<file path="config.mk">
export PLATFORM = sky130hd
export DESIGN_NAME = pulse_decoder_2to4_flat
export DESIGN_NICKNAME = d
export VERILOG_FILES = /design/src/rtl/pulse_decoder_2to4_pkg.sv /design/src/rtl/pulse_decoder_2to4_if.sv /design/src/rtl/pulse_decoder_2to4_sat_counter.sv /design/src/rtl/pulse_decoder_2to4.sv /design/src/flat_wrapper.sv
export SDC_FILE = /design/constraint.sdc
export NUM_CORES = 1
export LEC_CHECK = 0
export BUFFER_PORTS_ARGS = -buffer_cell sky130_fd_sc_hd__buf_2
export CAP_MARGIN = 0
export CORE_UTILIZATION = 55
export CTS_BUF_LIST = sky130_fd_sc_hd__clkbuf_8
export DETAILED_ROUTE_END_ITERATION = 8
export PLACE_DENSITY = 0.82
export SLEW_MARGIN = 20
export SYNTH_ARGS = -nofsm -noshare
export SYNTH_HDL_FRONTEND = slang
export SYNTH_SLANG_ARGS = --single-unit
</file>
<file path="constraint.sdc">
create_clock -name clk -period 2.9 [get_ports clk]
set_clock_uncertainty 0.15 [all_clocks]
set_input_delay 0.58 -clock clk [delete_from_list [all_inputs] [get_ports clk]]
set_output_delay 0.58 -clock clk [all_outputs]
set_load 0.03 [all_outputs]
</file>
<file path="src/rtl/pulse_decoder_2to4_pkg.sv">
// Shared definitions for the 2-to-4 pulse decoder: state encoding, code width
// and the one-hot reference function.
package pulse_decoder_2to4_pkg;

    localparam int CODE_W = 2;
    localparam int Y_W    = 4;

    typedef enum logic {
        ST_IDLE  = 1'b0,
        ST_DRIVE = 1'b1
    } state_t;

    // Width of the hold counter: enough for PULSE_LEN-1, never narrower than one bit.
    function automatic int hcnt_width(input int pulse_len);
        int w;
        if (pulse_len > 1) begin
            w = $clog2(pulse_len);
        end else begin
            w = 1;
        end
        return w;
    endfunction

    function automatic logic [Y_W-1:0] onehot4(input logic [CODE_W-1:0] code);
        logic [Y_W-1:0] r;
        case (code)
            2'b00:   r = 4'b0001;
            2'b01:   r = 4'b0010;
            2'b10:   r = 4'b0100;
            2'b11:   r = 4'b1000;
            default: r = 4'b0000;
        endcase
        return r;
    endfunction

endpackage

</file>
<file path="src/rtl/pulse_decoder_2to4_if.sv">
// Code-in / pulse-out bundle of the 2-to-4 pulse decoder.
interface pulse_decoder_2to4_if
    import pulse_decoder_2to4_pkg::*;
#(
    parameter int CNT_W = 8
) ();

    logic              en;
    logic              in_valid;
    logic              in_ready;
    logic [CODE_W-1:0] code;
    logic [Y_W-1:0]    y;
    logic              y_valid;
    logic              done;
    logic              aborted;
    logic [CNT_W-1:0]  accept_cnt;

    modport master (
        output en, in_valid, code,
        input  in_ready, y, y_valid, done, aborted, accept_cnt
    );

    modport slave (
        input  en, in_valid, code,
        output in_ready, y, y_valid, done, aborted, accept_cnt
    );

endinterface

</file>
<file path="src/rtl/pulse_decoder_2to4_sat_counter.sv">
// Saturating up-counter: increments on inc, sticks at all-ones.
module sat_counter #(
    parameter int WIDTH = 8
) (
    input  logic             clk,
    input  logic             rst_n,
    input  logic             inc,
    output logic [WIDTH-1:0] count
);

    // Count register with saturation at the top value.
    always_ff @(posedge clk or negedge rst_n) begin
        if (!rst_n) begin
            count <= '0;
        end else if (inc && (count != {WIDTH{1'b1}})) begin
            count <= count + WIDTH'(1);
        end else begin
            count <= count;
        end
    end

endmodule

</file>
<file path="src/rtl/pulse_decoder_2to4.sv">
// Registered 2-to-4 decoder: each accepted code drives its one-hot line for
// PULSE_LEN cycles, then reports done (or aborted if en drops mid-pulse).
module pulse_decoder_2to4
    import pulse_decoder_2to4_pkg::*;
#(
    parameter int PULSE_LEN = 4,
    parameter int CNT_W     = 8
) (
    input  logic                 clk,
    input  logic                 rst_n,
    pulse_decoder_2to4_if.slave  bus
);

    localparam int                HCNT_W    = hcnt_width(PULSE_LEN);
    localparam logic [HCNT_W-1:0] HCNT_LOAD = HCNT_W'(PULSE_LEN - 1);
    localparam logic [HCNT_W-1:0] HCNT_ZERO = HCNT_W'(0);
    localparam logic [HCNT_W-1:0] HCNT_ONE  = HCNT_W'(1);

    state_t            state_r;
    state_t            state_n;
    logic [HCNT_W-1:0] hcnt_r;
    logic [HCNT_W-1:0] hcnt_n;
    logic [Y_W-1:0]    y_r;
    logic [Y_W-1:0]    y_n;
    logic              y_valid_r;
    logic              y_valid_n;
    logic              done_r;
    logic              done_n;
    logic              aborted_r;
    logic              aborted_n;
    logic              final_cycle_s;
    logic              in_ready_s;
    logic              accept_s;

    // The final DRIVE cycle may take a new code so pulses can run back-to-back.
    assign final_cycle_s = (state_r == ST_DRIVE) && (hcnt_r == HCNT_ZERO);
    assign in_ready_s    = bus.en && ((state_r == ST_IDLE) || final_cycle_s);
    assign accept_s      = bus.in_valid && in_ready_s;

    // Next-state, hold-count and output-value decode.
    always_comb begin
        state_n   = state_r;
        hcnt_n    = hcnt_r;
        y_n       = y_r;
        y_valid_n = y_valid_r;
        done_n    = 1'b0;
        aborted_n = 1'b0;
        case (state_r)
            ST_IDLE: begin
                if (accept_s) begin
                    state_n   = ST_DRIVE;
                    hcnt_n    = HCNT_LOAD;
                    y_n       = onehot4(bus.code);
                    y_valid_n = 1'b1;
                end else begin
                    y_n       = 4'b0000;
                    y_valid_n = 1'b0;
                end
            end
            ST_DRIVE: begin
                if (!bus.en) begin
                    state_n   = ST_IDLE;
                    hcnt_n    = HCNT_ZERO;
                    y_n       = 4'b0000;
                    y_valid_n = 1'b0;
                    aborted_n = 1'b1;
                end else if (hcnt_r != HCNT_ZERO) begin
                    hcnt_n = hcnt_r - HCNT_ONE;
                end else if (accept_s) begin
                    // Previous pulse finished normally; reload without a zero gap.
                    hcnt_n    = HCNT_LOAD;
                    y_n       = onehot4(bus.code);
                    y_valid_n = 1'b1;
                    done_n    = 1'b1;
                end else begin
                    state_n   = ST_IDLE;
                    y_n       = 4'b0000;
                    y_valid_n = 1'b0;
                    done_n    = 1'b1;
                end
            end
            default: begin
                state_n   = ST_IDLE;
                hcnt_n    = HCNT_ZERO;
                y_n       = 4'b0000;
                y_valid_n = 1'b0;
            end
        endcase
    end

    // State, hold counter and registered outputs.
    always_ff @(posedge clk or negedge rst_n) begin
        if (!rst_n) begin
            state_r   <= ST_IDLE;
            hcnt_r    <= HCNT_ZERO;
            y_r       <= 4'b0000;
            y_valid_r <= 1'b0;
            done_r    <= 1'b0;
            aborted_r <= 1'b0;
        end else begin
            state_r   <= state_n;
            hcnt_r    <= hcnt_n;
            y_r       <= y_n;
            y_valid_r <= y_valid_n;
            done_r    <= done_n;
            aborted_r <= aborted_n;
        end
    end

    sat_counter #(
        .WIDTH (CNT_W)
    ) u_accept_cnt (
        .clk   (clk),
        .rst_n (rst_n),
        .inc   (accept_s),
        .count (bus.accept_cnt)
    );

    assign bus.in_ready = in_ready_s;
    assign bus.y        = y_r;
    assign bus.y_valid  = y_valid_r;
    assign bus.done     = done_r;
    assign bus.aborted  = aborted_r;

endmodule
</file>
<file path="src/flat_wrapper.sv">
// flat-port wrapper written by rule: the top's interface ports become plain ports
module pulse_decoder_2to4_flat import pulse_decoder_2to4_pkg::*;
#(
    parameter int PULSE_LEN = 4,
    parameter int CNT_W     = 8
)
  (clk, rst_n, bus_en, bus_in_valid, bus_code, bus_in_ready, bus_y, bus_y_valid, bus_done, bus_aborted, bus_accept_cnt);
  pulse_decoder_2to4_if #(.CNT_W(CNT_W)) bus_i ();
  input  logic clk;
  input  logic rst_n;
  input wire logic [$bits(bus_i.en)-1:0] bus_en;
  input wire logic [$bits(bus_i.in_valid)-1:0] bus_in_valid;
  input wire logic [$bits(bus_i.code)-1:0] bus_code;
  output wire logic [$bits(bus_i.in_ready)-1:0] bus_in_ready;
  output wire logic [$bits(bus_i.y)-1:0] bus_y;
  output wire logic [$bits(bus_i.y_valid)-1:0] bus_y_valid;
  output wire logic [$bits(bus_i.done)-1:0] bus_done;
  output wire logic [$bits(bus_i.aborted)-1:0] bus_aborted;
  output wire logic [$bits(bus_i.accept_cnt)-1:0] bus_accept_cnt;
  assign bus_i.en = bus_en;
  assign bus_i.in_valid = bus_in_valid;
  assign bus_i.code = bus_code;
  assign bus_in_ready = bus_i.in_ready;
  assign bus_y = bus_i.y;
  assign bus_y_valid = bus_i.y_valid;
  assign bus_done = bus_i.done;
  assign bus_aborted = bus_i.aborted;
  assign bus_accept_cnt = bus_i.accept_cnt;
  pulse_decoder_2to4 #(.PULSE_LEN(PULSE_LEN), .CNT_W(CNT_W)) u_core (.clk(clk), .rst_n(rst_n), .bus(bus_i));
endmodule
</file>
==> flow_metrics.py, run 1 <==
metrics = {
    "status": {
        "outcome": "completed",
    },
    "power_and_ir_drop": {
        "p_seq_frac": 0.439,
        "intPower_mw": 0.557,
        "powerDensity_nw_per_um2": 901,
        "vdd_ir_drop_max_mv": 0.640,
        "power.leakage_nw": 0.506,
        "swShare": 0.411,
        "p_clk_frac": 0.214,
        "total_power_mw": 0.945,
        "p_sw_mw": 0.388,
        "p_comb_frac": 0.347,
    },
    "cells_and_area": {
        "fin_cells": 112,
        "final_core_util": 0.759,
        "syn2layout_area_growth_pct": 20.5,
        "mostFrequentLayoutCell": "buf_2",
        "drive_gt1_frac": 0.330,
        "nets": 105,
        "antenna_cells": 0,
        "layout_common_cells": "21 x buf_2, 18 x dfrtp_1, 5 x nor2_1, 5 x mux2_1",
        "design_area_um2": 1050,
    },
    "timing": {
        "layout_min_cycle_time_ns": 2.02,
        "tns_ns": 0,
        "worst_slew_pin_slew_ns": 0.391,
        "setup_ws_ns": 0.881,
        "final_hold_viol_count": 0,
        "layout_worst_path_cycle_share": 0.696,
        "rsz0062_at_grt": "no",
        "maxSlewHeadroom": 0.739,
        "hold_ws_ns": 0.0915,
        "slew_violations": 0,
        "setup_violations": 0,
        "max_freq_mhz": 495,
    },
    "critical_path": {
        "critPathSlowestCell": "dfrtp_1",
        "r2r_cells": 4,
        "path_buf_inv": 1,
        "cp_max_fo": 8,
        "cp.depth": 3,
        "cp_cell_sequence": "o21a_4, nor2_1, buf_2",
        "cpPeakStageDelay_ns": 0.45,
        "cp_data_required_time_ns": 2.17,
        "path_class": "reg2out",
        "cp_top_family": "flip-flops",
        "end_kind": "output pin",
        "arrival_ns": 1.29,
        "cp-start-kind": "register",
    },
    "place": {
        "gp_congestion": 0.772,
        "dp_slack_ns": 1.03,
        "post-dp-hpwl_um": 1210,
        "place_inst": 108,
        "portBuffers": 21,
        "placed_area_um2": 995,
    },
    "job": {
        "maxCapViolCount": 0,
    },
    "die": {
        "placementRows": 13,
        "fp.dieH_um": 41.8,
        "die_x_um": 41.8,
        "core_area_um2": 1380,
        "die_area_um2": 1750,
        "start_util": 0.630,
        "io_pins": 22,
    },
    "logic_synthesis": {
        "netlist_instances": 72,
        "netlist_area_um2": 871,
        "syn_nets": 79,
        "yosys_warnings": 0,
        "synthArstFlopShare": 1.00,
        "ys.flop_type": "dfrtp_1",
        "ys_ff_latch": 18,
        "avgSynthCellArea_um2": 12.1,
        "synth_enable_flop_cells": 0,
        "yosysSeqAreaShare": 0.517,
        "netlist-cell-type-count": 28,
    },
    "clocking": {
        "cts_root_buf": "clkbuf_8",
        "cts_tree": "built",
        "hold_buffers": 0,
        "clock_path_buffers": 2,
        "cts_buffers": 3,
        "post_cts_buffers": 0,
        "ctsHtreeMaxLevel": 1,
        "cts_resized": 0,
        "clk_pin_slew_worst_paths_ns": 0.07,
        "numClockSinks": 18,
        "clock_latency_ns": 0.25,
    },
    "min_path": {
        "min_path_type": "in2async",
    },
    "global_routing": {
        "grt_util_all_layers": 0.223,
        "antenna_found_initial": 0,
        "grt.overflow.total": 0,
        "grt_pass1_wl_um": 2950,
        "grt_max_degree": 19,
        "grt_pass1_vias": 642,
    },
    "route": {
        "drt_iter0_drc": 12,
        "antenna_left": 0,
        "drc": 0,
        "routed_wl_um": 1720,
        "drtPass1Iterations": 4,
        "vias": 676,
        "wl_per_cell_um": 15.4,
        "vias_per_cell": 6.04,
    },
}
state kept, by name, indices dropped and copies added (netlist names):
name and cells:
u_core.state_r 1, u_core.bus.y 4, u_core.u_accept_cnt.count 8, u_core.hcnt_r 2
u_core.bus.aborted 1, u_core.bus.y_valid 1, u_core.bus.done 1
final cells by class:
class / count / area, um^2
multi-input cells: 51 / 409
clock buffers: 4 / 55.1
repair buffers: 21 / 105
fillers: 94 / 333
well taps: 15 / 18.8
flip-flops and latches: 18 / 450
inverters: 3 / 11.3
routing by layer:
metal  GRT usage  part of all wire  up-vias
li1            -                 -      317
met3      0.0261             0.046        4
met1       0.299              0.48      333
met5           0                 0        -
met2       0.363              0.47       22
met4      0.0968             0.012        0
Yosys cell counts (2+ instances only):
cell type	n	area, um^2
a21oi_1	2	10.0
a22o_1	2	17.5
a32o_1	2	20.0
dfrtp_1	18	450
inv_1	3	11.3
mux2_1	5	56.3
nand2_1	4	15.0
nand2b_1	3	18.8
nand3_1	3	15.0
nor2_1	5	18.8
nor3_1	2	10.0
nor4_2	2	25.0
o2111ai_1	2	17.5
o21ai_0	2	10.0
o22ai_1	2	12.5
xnor2_1	3	26.3
power groups by stage:
stage / registers (mW) / clock network (mW) / logic, mW
3_5_place_dp: 0.417 / 0 / 0.328
3_3_place_gp: 0.410 / 0 / 0.321
6_report: 0.415 / 0.203 / 0.328
5_1_grt: 0.424 / 0.214 / 0.354
4_1_cts: 0.413 / 0.205 / 0.330
2_1_floorplan: 0.487 / 0 / 0.155
worst paths after layout:
| kind | startpoint | endpoint | slack, ns |
|---|---|---|---|
| setup / recovery | u_core.hcnt_r[1] | bus_in_ready | 0.88 |
| hold / removal | rst_n | u_core.u_accept_cnt.count[0] | 0.09 |
| setup reg to reg | u_core.u_accept_cnt.count[0] | u_core.u_accept_cnt.count[1] | 1.03 |
| hold reg to reg | u_core.bus.y_valid | u_core.bus.y_valid | 0.33 |
| max in group asynchronous | rst_n | u_core.u_accept_cnt.count[2] | 2.23 |
| min in group clk | u_core.bus.y_valid | u_core.bus.y_valid | 0.33 |
cells by family after synthesis:
group / Yosys count / share of synthesized area
xor gates and xnor gates: 3 / 0.0302
DFF: 18 / 0.517
AOI/OAI and AO/OA: 16 / 0.144
and+or+nand+nor: 26 / 0.217
adders and majority gates: 1 / 0.0144
muxes: 5 / 0.0647
buffers and inverters: 3 / 0.0129
(Power assumes the default switching activity.)
==> run 2: changes to the inputs <==
CORE_UTILIZATION = 48   (was 55)
PLACE_DENSITY = 0.76   (was 0.82)
clock period = 1.8 ns   (was 2.9 ns; I/O delays follow)
==> run 2 against run 1 <==
Compared with the run above: combinational power is 70% higher; non-clock buffer count up 3; first-iteration DRC count rose by 17%; die area increased by 14%; design area rose by 3.9%; worst hold slack better by 0.070 ns; worst setup slack worse by 0.82 ns; clock power increased by 60%; clock-buffer cell count did not move; largest cell class unchanged; highest routed layer unchanged.
==> flow_metrics.py, run 2 (synthesized netlist as in run 1, its figures left out) <==
metrics = {
    "cells_and_area": {
        "design_area_um2": 1090,
        "fin_cells": 125,
        "final_core_util": 0.639,
        "largest-register": "u_core.u_accept_cnt.count",
        "nets": 108,
        "nFillCells": 159,
        "drive_gt1_frac": 0.370,
        "mostFrequentLayoutCell": "buf_2",
        "antenna_cells": 0,
        "layout_common_cells": "21 x buf_2, 15 x dfrtp_1, 5 x nor2_1, 5 x mux2_1",
        "syn2layout_area_growth_pct": 25.3,
        "largest_reg_flops": 8,
    },
    "critical_path": {
        "cp_cell_sequence": "o21a_4, nor2_1, buf_2",
        "arrival_ns": 1.23,
        "path_class": "reg2out",
        "r2r_cells": 4,
        "cp-start-kind": "register",
        "cp_max_fo": 8,
        "r2r-start": "u_core.u_accept_cnt.count[0]",
        "r2r-end": "u_core.u_accept_cnt.count[1]",
        "critPathSlowestCell": "dfrtp_2",
        "cpPeakStageDelay_ns": 0.45,
        "r2r_slack_ns": 0.14,
        "cp_top_family": "flip-flops",
        "cp_data_required_time_ns": 1.29,
        "end_kind": "output pin",
        "path_buf_inv": 1,
    },
    "timing": {
        "rsz0062_at_grt": "no",
        "final_hold_viol_count": 0,
        "maxSlewHeadroom": 0.740,
        "worst_slew_pin_slew_ns": 0.386,
        "max_freq_mhz": 574,
        "setup_violations": 0,
        "tns_ns": 0,
        "slew_violations": 0,
        "layout_min_cycle_time_ns": 1.74,
        "layout_worst_path_cycle_share": 0.967,
    },
    "global_routing": {
        "use_met1": 0.247,
        "groute.layer.met3.usage": 0.0245,
        "grt_util_all_layers": 0.192,
        "antenna_found_initial": 0,
        "grt.overflow.total": 0,
        "grt-busiest-layer": "met2",
        "grt_max_degree": 19,
        "grt_pass1_wl_um": 2680,
        "met2_usage": 0.312,
        "grt_pass1_vias": 623,
    },
    "die": {
        "start_util": 0.510,
        "io_pins": 22,
        "core_area_um2": 1710,
        "fp.dieH_um": 44.6,
        "die_area_um2": 1990,
        "die_x_um": 44.6,
        "placementRows": 15,
    },
    "clocking": {
        "clock_path_buffers": 2,
        "cts_tree": "built",
        "numClockSinks": 18,
        "clk_pin_slew_worst_paths_ns": 0.06,
        "ctsHtreeMaxLevel": 1,
        "cts_buffers": 3,
        "post_cts_buffers": 0,
        "clock_latency_ns": 0.25,
        "cts_root_buf": "clkbuf_8",
    },
    "route": {
        "drc": 0,
        "wl_per_cell_um": 13.6,
        "drt_iter0_drc": 14,
        "antenna_left": 0,
        "vias_per_cell": 5.47,
        "vias": 684,
        "drtPass1Iterations": 4,
        "routed_wl_um": 1700,
    },
    "job": {
        "maxCapViolCount": 0,
    },
    "power_and_ir_drop": {
        "vdd_ir_drop_max_mv": 0.817,
        "power.leakage_nw": 0.516,
        "powerDensity_nw_per_um2": 1410,
    },
    "place": {
        "portBuffers": 21,
        "placed_area_um2": 1020,
        "gp_congestion": 0.793,
        "place_inst": 120,
        "post-dp-hpwl_um": 1220,
    },
    "min_path": {
        "min_from": "bus_en",
        "min_path_type": "in2reg",
        "min_to": "u_core.bus.aborted",
        "holdPathStages": 2,
    },
    "status": {
        "outcome": "completed",
    },
}
run 2: cell types whose count changed in the layout (fill, tap and decap cells not counted):
cell and delta:
dfrtp_2 +3, dfrtp_1 -3, buf_4 +2, dlygate4sd3_1 +1
run 2: where the power goes:
part / internal, mW / total, mW / switching [mW]
clock network: 0.194 / 0.324 / 0.130
registers: 0.512 / 0.653 / 0.141
logic: 0.214 / 0.559 / 0.345
run 2: cell type report:
class / instances / area [um^2] / share of cell area
flip-flops and latches: 18 / 454 / 0.416
multi-input cells: 51 / 409 / 0.375
repair buffers: 24 / 130 / 0.119
clock buffers: 4 / 55.1 / 0.0505
well taps: 25 / 31.3 / 0.0287
inverters: 3 / 11.3 / 0.0103
run 2: timing repair:
item / in CTS / in global routing
setup endpoints to repair: 0 / 1
hold buffers: 1 / 0
resized for setup: 0 / 1
endpoints found under the hold margin: 18 / 0
run 2: worst max path at each step:
| stage | slack, ns | cells past startpoint | startpoint | end |
|---|---|---|---|---|
| 2_1_floorplan | 0.06 | 4 | u_core.u_accept_cnt.count[0] | u_core.u_accept_cnt.count[1] |
| 3_3_place_gp | 0.15 | 4 | u_core.u_accept_cnt.count[0] | u_core.u_accept_cnt.count[1] |
| 3_5_place_dp | 0.14 | 4 | bus_en | u_core.u_accept_cnt.count[4] |
| 4_1_cts | 0.03 | 3 | u_core.hcnt_r[0] | bus_in_ready |
| 5_1_grt | 0.01 | 3 | u_core.hcnt_r[0] | bus_in_ready |
| 6_report | 0.06 | 3 | u_core.hcnt_r[0] | bus_in_ready |
run 2: metal layers:
metal / up-vias / wire length, um
li1: 323 / -
met1: 340 / 752
met2: 19 / 867
met3: 2 / 65
met4: 0 / 10
met5: - / 0
run 2: metrics by stage:
| step | worst slack [ns] | hold WS [ns] | total power, mW |
|---|---|---|---|
| finish | 0.0587 | 0.161 | 1.54 |
| global placement | 0.151 | 0.159 | 1.20 |
| detailed placement | 0.141 | 0.166 | 1.22 |
| CTS | 0.0279 | 0.154 | 1.55 |
| floorplan | 0.0642 | -0.0856 | 1.04 |
| global route | 0.0126 | 0.177 | 1.64 |
==> run 3: changes to the inputs <==
PLACE_DENSITY = 0.81   (was 0.76)
==> run 3 against run 2 <==
Compared with the run above: power is 2.0% higher; sequential power increased by 2%; clock power is essentially flat; via count rose by 1.0%; die area stayed put; global-route usage up 0.96 points; combinational power grew 3%; worst hold slack better by 0.0056 ns; clock-buffer cell count unchanged; wire length shrank 2.9%.
==> flow_metrics.py, run 3 (synthesized netlist as in run 1, its figures left out) <==
metrics = {
    "die": {
        "start_util": 0.510,
        "core_area_um2": 1710,
        "placementRows": 15,
        "fp.dieH_um": 44.6,
        "die_area_um2": 1990,
        "io_pins": 22,
        "die_x_um": 44.6,
    },
    "cells_and_area": {
        "nets": 110,
        "nFillCells": 139,
        "largest_reg_flops": 8,
        "drive_gt1_frac": 0.392,
        "antenna_cells": 0,
        "final_core_util": 0.650,
        "layout_common_cells": "20 x buf_2, 14 x dfrtp_1, 5 x nor2_1, 5 x mux2_1, 5 x buf_4",
        "mostFrequentLayoutCell": "buf_2",
        "largest-register": "u_core.u_accept_cnt.count",
        "syn2layout_area_growth_pct": 27.4,
    },
    "route": {
        "antenna_left": 0,
        "vias": 691,
        "routed_wl_um": 1650,
        "drt_iter0_drc": 33,
        "vias_per_cell": 5.44,
        "drc": 0,
        "drtPass1Iterations": 4,
        "wl_per_cell_um": 13.0,
    },
    "timing": {
        "setup_ws_ns": 0.0707,
        "rsz0062_at_grt": "no",
        "slew_violations": 0,
        "tns_ns": 0,
        "setup_violations": 0,
        "layout_worst_path_cycle_share": 0.961,
        "max_freq_mhz": 578,
        "layout_min_cycle_time_ns": 1.73,
        "maxSlewHeadroom": 0.741,
        "final_hold_viol_count": 0,
        "worst_slew_pin_slew_ns": 0.388,
    },
    "clocking": {
        "cts_root_buf": "clkbuf_8",
        "ctsHtreeMaxLevel": 1,
        "clk_pin_slew_worst_paths_ns": 0.07,
        "clock_latency_ns": 0.25,
        "numClockSinks": 18,
        "clock_path_buffers": 2,
        "cts_buffers": 3,
        "cts_tree": "built",
    },
    "critical_path": {
        "path_class": "reg2out",
        "arrival_ns": 1.22,
        "cp_cell_sequence": "o21a_4, nor2_1, buf_4",
        "cp_data_required_time_ns": 1.29,
        "cp_max_fo": 8,
        "cpPeakStageDelay_ns": 0.44,
        "critPathSlowestCell": "dfrtp_2",
        "end_kind": "output pin",
        "cp-start-kind": "register",
    },
    "global_routing": {
        "antenna_found_initial": 0,
        "grt_util_all_layers": 0.202,
        "grt_pass1_vias": 599,
        "grt_max_degree": 19,
        "grt.overflow.total": 0,
        "grt_pass1_wl_um": 2810,
    },
    "power_and_ir_drop": {
        "vdd_ir_drop_max_mv": 0.750,
        "total_power_mw": 1.57,
        "powerDensity_nw_per_um2": 1410,
        "power.leakage_nw": 0.525,
    },
    "job": {
        "maxCapViolCount": 0,
    },
    "min_path": {
        "min_path_type": "in2reg",
    },
    "place": {
        "dp_slack_ns": 0.118,
        "portBuffers": 21,
        "gp_congestion": 0.789,
        "post-dp-hpwl_um": 1180,
    },
    "status": {
        "outcome": "completed",
    },
}
==> run 3: worst max-delay path, delay by kind of cell, from the launching register on <==
family	cells	cell delay, ns
compound gates	1	0.27
buf+inv	1	0.16
simple gates	1	0.10
flops	1	0.44
==> run 3: metrics by stage <==
step	hold WS [ns]	std cells	area, um^2
6_report	0.167	127	1110
5_1_grt	0.172	127	1110
4_1_cts	0.158	124	1080
3_5_place_dp	0.157	119	1020
3_3_place_gp	0.158	119	1020
2_1_floorplan	-0.0856	72	873
==> run 3: repair_timing <==
item,CTS,global route
hold buffers,1,0
endpoints found under the hold margin,18,0
setup endpoints to repair,0,2
buffers inserted,0,3
gates resized for setup,0,4
==> run 3: metal layers <==
layer / global-route usage / vias to the layer above / part of all wire
met1: 0.269 / 338 / 0.45
met2: 0.303 / 25 / 0.49
met3: 0.0490 / 2 / 0.050
met4: 0.109 / 0 / 0.013
li1: - / 326 / -
met5: 0 / - / 0
==> run 3: path summary, 6_finish.rpt <==
check | to | slack, ns | startpoint | cells after the start
max in group asynchronous | u_core.hcnt_r[1] | 0.79 | rst_n | 2
worst max register to register | u_core.u_accept_cnt.count[5] | 0.14 | u_core.hcnt_r[1] | 3
min in group asynchronous | u_core.u_accept_cnt.count[7] | 0.41 | rst_n | 2
worst min register to register | u_core.bus.y_valid | 0.34 | u_core.bus.y_valid | 1
worst max-delay path | bus_in_ready | 0.07 | u_core.hcnt_r[1] | 3
worst min-delay path | u_core.bus.aborted | 0.17 | bus_en | 2
==> run 3: final cells by class <==
class,instances,area [um^2],area share
inverters,3,11.3,0.0101
multi-input cells,51,409,0.369
flip-flops and latches,18,455,0.410
clock buffers,4,55.1,0.0496
well taps,25,31.3,0.0282
repair buffers,26,148,0.133
==> run 3: report_power, final <==
| part | internal, mW | switching [mW] |
|---|---|---|
| clock network | 0.194 | 0.130 |
| logic | 0.232 | 0.343 |
| registers | 0.514 | 0.154 |
